==> src/rtl/snake_engine.sv <==
// snake_engine: body engine for the VGA snake game.
//
// Keeps every segment coordinate in a shift register (index 0 is the head).
// Each step period it moves the snake one cell, applies direction requests
// with reversal rejection, grows on request up to MAX_LEN, and detects wall
// and self collisions. The VGA controller queries it per grid cell.
//
// Optional feature macro: SNAKE_WRAP_EN
//   defined   - the playfield wraps at its edges and walls never kill.
//   undefined - leaving the grid is a wall hit.
//
// Ports:
//   clk, rst          25 MHz clock, synchronous active-high reset
//   start             pulse: IDLE->RUN, or DEAD->restart
//   dir_valid/dir_req direction request (00 R, 01 L, 10 D, 11 U)
//   grow              pulse: apple eaten (honoured in RUN only)
//   query_x/query_y   cell queried by the VGA controller
//   query_hit         registered cell content (00 empty, 01 head, 10 body)
//   head_x/head_y     head position
//   length            active segment count
//   step_pulse        one-cycle strobe on every committed move
//   state             00 IDLE, 01 RUN, 10 DEAD
//   hit_wall/hit_body sticky collision flags
module snake_engine #(
  parameter int GRID_W   = 40,
  parameter int GRID_H   = 30,
  parameter int X_W      = 6,
  parameter int Y_W      = 5,
  parameter int MAX_LEN  = 16,
  parameter int INIT_LEN = 3,
  parameter int STEP_DIV = 12_500_000
) (
  input  logic                           clk,
  input  logic                           rst,
  input  logic                           start,
  input  logic                           dir_valid,
  input  logic [1:0]                     dir_req,
  input  logic                           grow,
  input  logic [X_W-1:0]                 query_x,
  input  logic [Y_W-1:0]                 query_y,
  output logic [1:0]                     query_hit,
  output logic [X_W-1:0]                 head_x,
  output logic [Y_W-1:0]                 head_y,
  output logic [$clog2(MAX_LEN+1)-1:0]   length,
  output logic                           step_pulse,
  output logic [1:0]                     state,
  output logic                           hit_wall,
  output logic                           hit_body
);

  localparam int LEN_W = $clog2(MAX_LEN + 1);
  localparam int CNT_W = $clog2(STEP_DIV);

  localparam logic [X_W-1:0]   X_MAX      = X_W'(GRID_W - 1);
  localparam logic [Y_W-1:0]   Y_MAX      = Y_W'(GRID_H - 1);
  localparam logic [X_W-1:0]   X_ONE      = X_W'(1);
  localparam logic [Y_W-1:0]   Y_ONE      = Y_W'(1);
  localparam logic [Y_W-1:0]   INIT_Y     = Y_W'(GRID_H / 2);
  localparam logic [LEN_W-1:0] LEN_INIT   = LEN_W'(INIT_LEN);
  localparam logic [LEN_W-1:0] LEN_MAX    = LEN_W'(MAX_LEN);
  localparam logic [LEN_W-1:0] LEN_ONE    = LEN_W'(1);
  localparam logic [CNT_W-1:0] CNT_LAST   = CNT_W'(STEP_DIV - 1);
  localparam logic [CNT_W-1:0] CNT_ONE    = CNT_W'(1);

  localparam logic [1:0] DIR_RIGHT = 2'b00;
  localparam logic [1:0] DIR_LEFT  = 2'b01;
  localparam logic [1:0] DIR_DOWN  = 2'b10;
  localparam logic [1:0] DIR_UP    = 2'b11;

  typedef enum logic [1:0] {
    S_IDLE = 2'b00,
    S_RUN  = 2'b01,
    S_DEAD = 2'b10
  } state_e;

  // Start column of segment idx; entries beyond GRID_W/2 wrap but are never active.
  function automatic logic [X_W-1:0] init_x(input int idx);
    init_x = X_W'(GRID_W / 2 - idx);
  endfunction

  state_e             state_q, state_d;
  logic [X_W-1:0]     seg_x_q [MAX_LEN];
  logic [X_W-1:0]     seg_x_d [MAX_LEN];
  logic [Y_W-1:0]     seg_y_q [MAX_LEN];
  logic [Y_W-1:0]     seg_y_d [MAX_LEN];
  logic [LEN_W-1:0]   len_q, len_d;
  logic [1:0]         dir_cmt_q, dir_cmt_d;
  logic [1:0]         dir_pend_q, dir_pend_d;
  logic               grow_pend_q, grow_pend_d;
  logic [CNT_W-1:0]   cnt_q, cnt_d;
  logic               step_pulse_q, step_pulse_d;
  logic               hit_wall_q, hit_wall_d;
  logic               hit_body_q, hit_body_d;
  logic [1:0]         query_hit_q, query_hit_d;

  logic [X_W-1:0]     nxt_x_s;
  logic [Y_W-1:0]     nxt_y_s;
  logic               wall_s;
  logic               body_s;
  logic               q_head_s;
  logic               q_body_s;
  int                 len_i;

  assign len_i = int'(len_q);

  // Candidate head one cell away in the pending direction, plus edge detection.
  always_comb begin
    nxt_x_s = seg_x_q[0];
    nxt_y_s = seg_y_q[0];
    wall_s  = 1'b0;
    case (dir_pend_q)
      DIR_RIGHT: begin
        if (seg_x_q[0] == X_MAX) begin
`ifdef SNAKE_WRAP_EN
          nxt_x_s = {X_W{1'b0}};
`else
          wall_s  = 1'b1;
`endif
        end else begin
          nxt_x_s = seg_x_q[0] + X_ONE;
        end
      end
      DIR_LEFT: begin
        if (seg_x_q[0] == {X_W{1'b0}}) begin
`ifdef SNAKE_WRAP_EN
          nxt_x_s = X_MAX;
`else
          wall_s  = 1'b1;
`endif
        end else begin
          nxt_x_s = seg_x_q[0] - X_ONE;
        end
      end
      DIR_DOWN: begin
        if (seg_y_q[0] == Y_MAX) begin
`ifdef SNAKE_WRAP_EN
          nxt_y_s = {Y_W{1'b0}};
`else
          wall_s  = 1'b1;
`endif
        end else begin
          nxt_y_s = seg_y_q[0] + Y_ONE;
        end
      end
      DIR_UP: begin
        if (seg_y_q[0] == {Y_W{1'b0}}) begin
`ifdef SNAKE_WRAP_EN
          nxt_y_s = Y_MAX;
`else
          wall_s  = 1'b1;
`endif
        end else begin
          nxt_y_s = seg_y_q[0] - Y_ONE;
        end
      end
      default: begin
        wall_s = 1'b0;
      end
    endcase
  end

  // Self-collision: the tail only counts when it will not vacate (growth pending).
  always_comb begin
    body_s = 1'b0;
    for (int i = 0; i < MAX_LEN; i++) begin
      if (((i < len_i - 1) || (grow_pend_q && (i == len_i - 1))) &&
          (seg_x_q[i] == nxt_x_s) && (seg_y_q[i] == nxt_y_s)) begin
        body_s = 1'b1;
      end else begin
        body_s = body_s;
      end
    end
  end

  // Cell query against active segments; head wins over body.
  always_comb begin
    q_head_s = 1'b0;
    q_body_s = 1'b0;
    for (int i = 0; i < MAX_LEN; i++) begin
      if ((i < len_i) && (seg_x_q[i] == query_x) && (seg_y_q[i] == query_y)) begin
        if (i == 0) begin
          q_head_s = 1'b1;
        end else begin
          q_body_s = 1'b1;
        end
      end else begin
        q_head_s = q_head_s;
      end
    end
    query_hit_d = q_head_s ? 2'b01 : (q_body_s ? 2'b10 : 2'b00);
  end

  // Next-state logic: direction filter, FSM, stepping, growth and restart.
  always_comb begin
    state_d      = state_q;
    seg_x_d      = seg_x_q;
    seg_y_d      = seg_y_q;
    len_d        = len_q;
    dir_cmt_d    = dir_cmt_q;
    dir_pend_d   = dir_pend_q;
    grow_pend_d  = grow_pend_q;
    cnt_d        = cnt_q;
    step_pulse_d = 1'b0;
    hit_wall_d   = hit_wall_q;
    hit_body_d   = hit_body_q;

    // Reversal is judged against the direction actually travelled last step.
    if (dir_valid && !((dir_req[1] == dir_cmt_q[1]) && (dir_req[0] != dir_cmt_q[0]))) begin
      dir_pend_d = dir_req;
    end else begin
      dir_pend_d = dir_pend_q;
    end

    case (state_q)
      S_IDLE: begin
        if (start) begin
          state_d = S_RUN;
          cnt_d   = {CNT_W{1'b0}};
        end else begin
          state_d = S_IDLE;
        end
      end
      S_RUN: begin
        if (grow) begin
          grow_pend_d = 1'b1;
        end else begin
          grow_pend_d = grow_pend_q;
        end
        if (cnt_q == CNT_LAST) begin
          cnt_d = {CNT_W{1'b0}};
          if (wall_s) begin
            hit_wall_d = 1'b1;
            state_d    = S_DEAD;
          end else if (body_s) begin
            hit_body_d = 1'b1;
            state_d    = S_DEAD;
          end else begin
            seg_x_d[0] = nxt_x_s;
            seg_y_d[0] = nxt_y_s;
            for (int i = 1; i < MAX_LEN; i++) begin
              seg_x_d[i] = seg_x_q[i-1];
              seg_y_d[i] = seg_y_q[i-1];
            end
            dir_cmt_d    = dir_pend_q;
            step_pulse_d = 1'b1;
            // A grow arriving on this very edge is kept for the next step.
            grow_pend_d  = grow;
            if (grow_pend_q && (len_q < LEN_MAX)) begin
              len_d = len_q + LEN_ONE;
            end else begin
              len_d = len_q;
            end
          end
        end else begin
          cnt_d = cnt_q + CNT_ONE;
        end
      end
      S_DEAD: begin
        if (start) begin
          state_d     = S_RUN;
          for (int i = 0; i < MAX_LEN; i++) begin
            seg_x_d[i] = init_x(i);
            seg_y_d[i] = INIT_Y;
          end
          len_d       = LEN_INIT;
          dir_cmt_d   = DIR_RIGHT;
          dir_pend_d  = DIR_RIGHT;
          grow_pend_d = 1'b0;
          cnt_d       = {CNT_W{1'b0}};
          hit_wall_d  = 1'b0;
          hit_body_d  = 1'b0;
        end else begin
          state_d = S_DEAD;
        end
      end
      default: begin
        state_d = S_IDLE;
      end
    endcase
  end

  // State and output registers with synchronous reset.
  always_ff @(posedge clk) begin
    if (rst) begin
      state_q <= S_IDLE;
      for (int i = 0; i < MAX_LEN; i++) begin
        seg_x_q[i] <= init_x(i);
        seg_y_q[i] <= INIT_Y;
      end
      len_q        <= LEN_INIT;
      dir_cmt_q    <= DIR_RIGHT;
      dir_pend_q   <= DIR_RIGHT;
      grow_pend_q  <= 1'b0;
      cnt_q        <= {CNT_W{1'b0}};
      step_pulse_q <= 1'b0;
      hit_wall_q   <= 1'b0;
      hit_body_q   <= 1'b0;
      query_hit_q  <= 2'b00;
    end else begin
      state_q      <= state_d;
      seg_x_q      <= seg_x_d;
      seg_y_q      <= seg_y_d;
      len_q        <= len_d;
      dir_cmt_q    <= dir_cmt_d;
      dir_pend_q   <= dir_pend_d;
      grow_pend_q  <= grow_pend_d;
      cnt_q        <= cnt_d;
      step_pulse_q <= step_pulse_d;
      hit_wall_q   <= hit_wall_d;
      hit_body_q   <= hit_body_d;
      query_hit_q  <= query_hit_d;
    end
  end

  assign query_hit  = query_hit_q;
  assign head_x     = seg_x_q[0];
  assign head_y     = seg_y_q[0];
  assign length     = len_q;
  assign step_pulse = step_pulse_q;
  assign state      = state_q;
  assign hit_wall   = hit_wall_q;
  assign hit_body   = hit_body_q;

endmodule
==> config.mk <==
export PLATFORM = sky130hd
export DESIGN_NAME = snake_engine
export DESIGN_NICKNAME = d
export VERILOG_FILES = /design/src/rtl/snake_engine.sv
export SDC_FILE = /design/constraint.sdc
export NUM_CORES = 1
export LEC_CHECK = 0
export ABC_CLOCK_PERIOD_IN_PS = 4050
export CORE_MARGIN = 2
export CORE_UTILIZATION = 37
export CTS_BUF_LIST = sky130_fd_sc_hd__clkbuf_4
export DETAILED_ROUTE_END_ITERATION = 16
export GPL_ROUTABILITY_DRIVEN = 0
export PLACE_DENSITY = 0.6
export SETUP_SLACK_MARGIN = 0.15
export SLEW_MARGIN = 10
export SYNTH_ARGS = -nofsm -noshare
export SYNTH_HDL_FRONTEND = slang
export SYNTH_SLANG_ARGS = --single-unit
export TNS_END_PERCENT = 1
==> constraint.sdc <==
create_clock -name clk -period 4.05 [get_ports clk]
set_clock_uncertainty 0.15 [all_clocks]
set_input_delay 1.215 -clock clk [delete_from_list [all_inputs] [get_ports clk]]
set_output_delay 1.215 -clock clk [all_outputs]
set_load 0.02 [all_outputs]
Word-level counts from Yosys, hierarchy flattened

Index checks and enable logic that the tools add are counted.

Div/mod/pow operators: 0
$lt $le $gt $ge: 33
Reductions and logical operators: 117
Multiply operators: 0
$add $sub $neg: 7
Bitwise logic cells: 2
Eq/ne operators: 98
Multiplexer cells: 92
Shifts and indexed selects: 0

Operators by type and width:

| cell                                               | number |
|---|---|
| two-way mux 96 bit                                 | 4 |
| two-way mux 80 bit                                 | 4 |
| equality test 6 bit                                | 32 |
| case mux 96 bit (2 select lines)                   | 1 |
| equality test 5 bit                                | 32 |
| case mux 80 bit (2 select lines)                   | 1 |
| logical AND 1 bit                                  | 83 |
| two-way mux 1 bit                                  | 49 |
| equality test 5 x 6 -> 1 bit, first input constant | 8 |
| < comparator 5 x 6 -> 1 bit, first input constant  | 8 |
| two-way mux 24 bit                                 | 2 |
| case mux 24 bit (2 select lines)                   | 1 |
| < comparator 4 x 5 -> 1 bit, first input constant  | 8 |
| two-way mux 5 bit                                  | 7 |
| zero test 32 bit                                   | 1 |
| adder 24 x 1 -> 24 bit, second input constant      | 1 |
| equality test 24 bit, second input constant        | 1 |
| equality test 4 x 6 -> 1 bit, first input constant | 4 |
| < comparator 4 x 6 -> 1 bit, first input constant  | 4 |
| two-way mux 2 bit                                  | 12 |
| < comparator 3 x 5 -> 1 bit, first input constant  | 4 |
| case mux 5 bit (2 select lines)                    | 2 |
| logical OR 1 bit                                   | 16 |
| != test 2 bit, second input constant               | 7 |
| other kinds (39)                                   | 57 |

Memory bits (read-only): 0
Output and inout bits: 23
Input bits: 18
Bits in latches: 0
Logic and storage cells: 392
RAM bits: 0
Memories kept: 0
Register bits: 217

Depth between registers and ports, before layout

Word-level depth: 26
Mapped depth: 20
Gate-level depth less buffers: 13

Worst setup path before layout

Ideal clock, no wire load.

Path kind: register -> register
Start point: register seg_y_q, in the netlist head_y[0]
End point: register seg_x_q, in the netlist head_x[5]
Required time: 3.783 ns
Clock period less this slack: 4.361 ns
Arrival time: 4.094 ns
Buffers on the path: 6
Setup slack: -0.311 ns
Stages on the path, launching flop included: 20
Setup time: 0.117 ns
Cell sequence: dfxtp_1 buf_1 inv_1 ha_1 a21bo_2 o211a_1 or2_2 clkbuf_1 buf_4 xnor2_1 nor4_1 nand3_1 nor4_1 nor4b_4 nand4b_1 buf_2 inv_2 buf_6 buf_6 a22o_1

Cells in the longest elaborated chain, start to end: 23
Elaborated cells between the ends (all ways): 61
Those cells by class: add/sub: 2; eq/ne: 19; mux: 22; reduce/logical: 18

Ends and longest elaborated chain:

| element                                                 | RTL line | RTL |
|---|---|---|
| from (decl)                                             | 84       | `logic [Y_W-1:0] seg_y_q [MAX_LEN];` |
| from (signal assigned)                                  | 302      | `seg_y_q <= seg_y_d;` |
| subtractor 5 x 1 -> 5 bit, or another cell as far along | 153      | `nxt_y_s = seg_y_q[0] - Y_ONE;` |
| two-way mux 5 bit, on equally long branches             | 146, 135 |  |
| case mux 5 bit (2 select lines)                         | 111      | `case (dir_pend_q)` |
| equality test 5 bit                                     | 167      | `(seg_x_q[i] == nxt_x_s) && (seg_y_q[i] == nxt_y_s)) begin` |
| logical AND 1 bit                                       | 167      |  |
| two-way mux 1 bit (16 in a row)                         | 166      | `if (((i < len_i - 1) \|\| (grow_pend_q && (i == len_i - 1))) &&` |
| != test 2 bit (no source line)                          | n/a      |  |
| AND reduction 5 bit (no source line) *                  | n/a      |  |
| to (signal, indexed assignment)                         | 287      | `seg_x_q[i] <= init_x(i);` |
| to (signal assigned)                                    | 301      | `seg_x_q <= seg_x_d;` |
| to (decl)                                               | 82       | `logic [X_W-1:0] seg_x_q [MAX_LEN];` |

Every way passes the cells marked *; elsewhere a longest branch is shown, timed or not.
A chain may end at the register's enable or synchronous reset.

Final worst setup path

Start point: register seg_x_q, in the netlist head_x[0]
End point: register seg_x_q[68] in the netlist's numbering

Cells in the longest elaborated chain, start to end: 24
Elaborated cells between the ends (all ways): 77
Those cells by class: add/sub: 2; eq/ne: 19; mux: 22; reduce/logical: 34

Ends and longest elaborated chain:

| element                                                 | RTL line | RTL |
|---|---|---|
| subtractor 6 x 1 -> 6 bit, or another cell as far along | 131      | `nxt_x_s = seg_x_q[0] - X_ONE;` |
| two-way mux 6 bit, on equally long branches             | 124, 113 |  |
| case mux 6 bit (2 select lines)                         | 111      |  |
| equality test 6 bit                                     | 167      |  |
| logical AND 1 bit                                       | 166      |  |
| logical AND 1 bit                                       | 167      |  |
| two-way mux 1 bit (16 in a row)                         | 166      |  |
| != test 2 bit (no source line)                          | n/a      |  |
| AND reduction 5 bit (no source line) *                  | n/a      |  |

Marked as above.

==> results.cfg <==
[synth]
ys.flop_type = dfxtp_1
yosysSeqAreaShare_pct = 32.0
synth_top_area_cell = dfxtp_1
synth_edf_count = 0
synth_common_cells = 217 x dfxtp_1, 163 x xor2_1, 159 x xnor2_1
async_reset_ff_share_pct = 0
synth-seq-cells = 217
synth_cells = 1502
synth.top_cell.area_share_pct = 32.0
ys_top_cells_by_area = dfxtp_1 32%, xor2_1 11%, xnor2_1 10%
syn_area_per_cell_um2 = 9.05
yosysWarnings = 0
syn-num-nets = 1532
synthDistinctLibCells = 95
yosysMostFrequentCell = dfxtp_1
netlist_area_um2 = 13600

[sta]
period_minus_slack_ns = 3.99
timing.fmax_mhz = 251
tightest_slew_ns = 0.745
fin_worst_hold_slack_ns = 0.312
rsz0062_at_grt = yes
setup_viol = 0
slew_headroom_pct = 49.9
finalCritPeriodShare_pct = 98.5
hold_viol = 0
setup-tns-final_ns = 0
final-max-slew-violation-count = 0

[detailed_routing]
wl_um = 47100
drt-vias-per-instance = 5.76
num_vias = 12500
drtIter0Drc = 1088
drc_errors = 0
route.antenna.remaining_nets = 0
dr.pass1.iters = 5
wire_per_inst_um = 21.6

[floorplanning]
die-height_um = 196
rows = 70
num_io_pins = 41
die_area_um2 = 38300
start_util_pct = 37.3
fp.coreArea_um2 = 36400
die_w_um = 196

[clocking]
h-tree-depth = 2
cts_hold_buf = 0
cts-root-buf = clkbuf_4
cts.sinks = 217
clkLatencyLatePin_ns = 0.83
clock_path_buffers = 3
tritoncts = yes
cts_made_buffers = 61
clkTransAtPathRegs_ns = 0.08

[finish]
fin_area_um2 = 17000
drive_gt1_share_pct = 22.4
nNetsFinal = 1694
fin_cells = 2178
nFillCells = 3460
syn2layout_area_growth_pct = 25.2

[power]
power.leakage_nw = 6.24
cellPowerDensity_nw_per_um2 = 289
power_mw = 4.92
ir_drop_uv = 174

[setup_path]
setup.worst_path.end_class = register
cpPeakStageDelay_ns = 0.54
r2r_end = seg_x_q[68]$_SDFFE_PP0P_
startpoint = head_x[0]$_SDFFE_PP0P_
r2r_cells = 19
cp-start-kind = register
path_cells = buf_6, ha_2, buf_4, nand3b_1, buf_4, o32a_1, nand2_1, buf_12, xnor2_1, or4_4, o22ai_4, a2111oi_4, buf_4, buf_8, nand3_4, buf_6, buf_12, mux2i_1, nor2_1
critPathMaxFanout = 14
cp.buffers_inverters = 8
crit_path_frequent_cell = buf_4
timing.rr.start = head_x[0]$_SDFFE_PP0P_
worst-setup-path-type = reg -> reg
path_depth = 19
critPathRequiredTime_ns = 4.56
crit_path_top_delay_cell = or4_4
cp.arrival_ns = 4.50
ff2ff_setup_slack_ns = 0.06
critPathCapture = seg_x_q[68]$_SDFFE_PP0P_
crit_family = buffers and inverters

[grt]
grt_max_degree = 34
grt_pass1_vias = 12000
grt_use_total_pct = 24.0
grt_pass1_wl_um = 71100
grt.overflow.total = 0
grt_antenna_before_repair = 2

[placement]
placed_cells = 2047
port_buffers = 40
dp_hpwl_um = 33800
dpl_cell_area_um2 = 15600

[outcome]
status = complete, no violations

[hold_path]
hp-class = reg -> reg

[flow_run]
maxCapViolations = 0
flip-flops by register name (all words and copies together) (netlist names), 5 cells and up:
name,cells
cnt_q,24
head_x,6
head_y,5
length,5
seg_x_q,90
seg_y_q,75
report_power, final:
group | switching [mW] | internal [mW]
logic | 0.410 | 0.307
registers | 0.0133 | 2.14
clock network | 1.02 | 1.03
worst register-to-register path: stages, from the launching register on:
cell and delay [ns]:
dfxtp_2 0.36, buf_6 0.11, ha_2 0.18, buf_4 0.14
nand3b_1 0.13, buf_4 0.17, o32a_1 0.40, nand2_1 0.17
buf_12 0.18, xnor2_1 0.09, or4_4 0.54, o22ai_4 0.13
a2111oi_4 0.07, buf_4 0.20, buf_8 0.14, nand3_4 0.13
buf_6 0.15, buf_12 0.13, mux2i_1 0.19, nor2_1 0.06
worst min path at each step:
stage | start | depth (start not counted) | end
floorplan | cnt_q[13]$_SDFFE_PP0P_ | 2 | cnt_q[13]$_SDFFE_PP0P_
global placement | hit_wall$_SDFFE_PP0P_ | 2 | hit_wall$_SDFFE_PP0P_
detailed placement | hit_wall$_SDFFE_PP0P_ | 2 | hit_wall$_SDFFE_PP0P_
CTS | hit_wall$_SDFFE_PP0P_ | 2 | hit_wall$_SDFFE_PP0P_
global route | hit_wall$_SDFFE_PP0P_ | 2 | hit_wall$_SDFFE_PP0P_
finish | hit_wall$_SDFFE_PP0P_ | 2 | hit_wall$_SDFFE_PP0P_
area by class of cell:
| cell class | instances | area (um^2) | share of cell area [%] |
|---|---|---|---|
| flip-flops and latches | 217 | 4360 | 25.6 |
| clock inverters | 22 | 119 | 0.698 |
| well taps | 468 | 586 | 3.44 |
| clock buffers | 85 | 638 | 3.75 |
| repair buffers | 230 | 2410 | 14.2 |
| diodes | 2 | 5.00 | 0.0294 |
| multi-input cells | 1128 | 8800 | 51.7 |
| inverters | 26 | 100 | 0.588 |
routing by layer:
layer,up-vias,global-route usage [%],part of all wire [%]
met1,6126,32.8,45
li1,5826,-,-
met4,2,9.20,3.1
met2,494,36.4,44
met5,-,1.15,0.12
met3,94,5.98,7.9
placed cells by master (no fill, tap or decap), types with 20 or more instances in the layout:
cell and instances:
dfxtp_1 207, xor2_1 161, xnor2_1 157, buf_4 137
clkbuf_4 85, o22a_1 81, nor2_1 71, a22o_1 64
a21oi_1 55, o21ai_0 52, nand2_1 47, nand4_1 44
nor3_1 40, clkdlybuf4s50_1 40, nor4_1 37, buf_12 37
nand3_1 32, clkinv_1 20
stage by stage:
| step | utilization (%) | setup slack [ns] |
|---|---|---|
| after detailed placement | 42.9 | -0.165 |
| final | 46.7 | 0.0588 |
| after global routing | 46.7 | -0.0984 |
| after floorplan | - | 0.149 |
| after global placement | 42.9 | -0.148 |
| after CTS | 46.0 | 0.0573 |
cell families after synthesis:
| family | share of synthesized area (%) |
|---|---|
| fa+ha+maj | 1.18 |
| simple gates | 15.5 |
| mux | 1.33 |
| compound gates | 22.5 |
| buf+inv | 5.72 |
| xor+xnor | 21.8 |
| flops | 32.0 |
what timing repair did:
item / in CTS / in global routing
resized for setup: 43 / 48
cloned: 3 / 0
setup endpoints to repair: 187 / 186
setup buffers: 15 / 4
pin swaps: 22 / 81
Note: power is estimated with default switching activity, not from simulation.
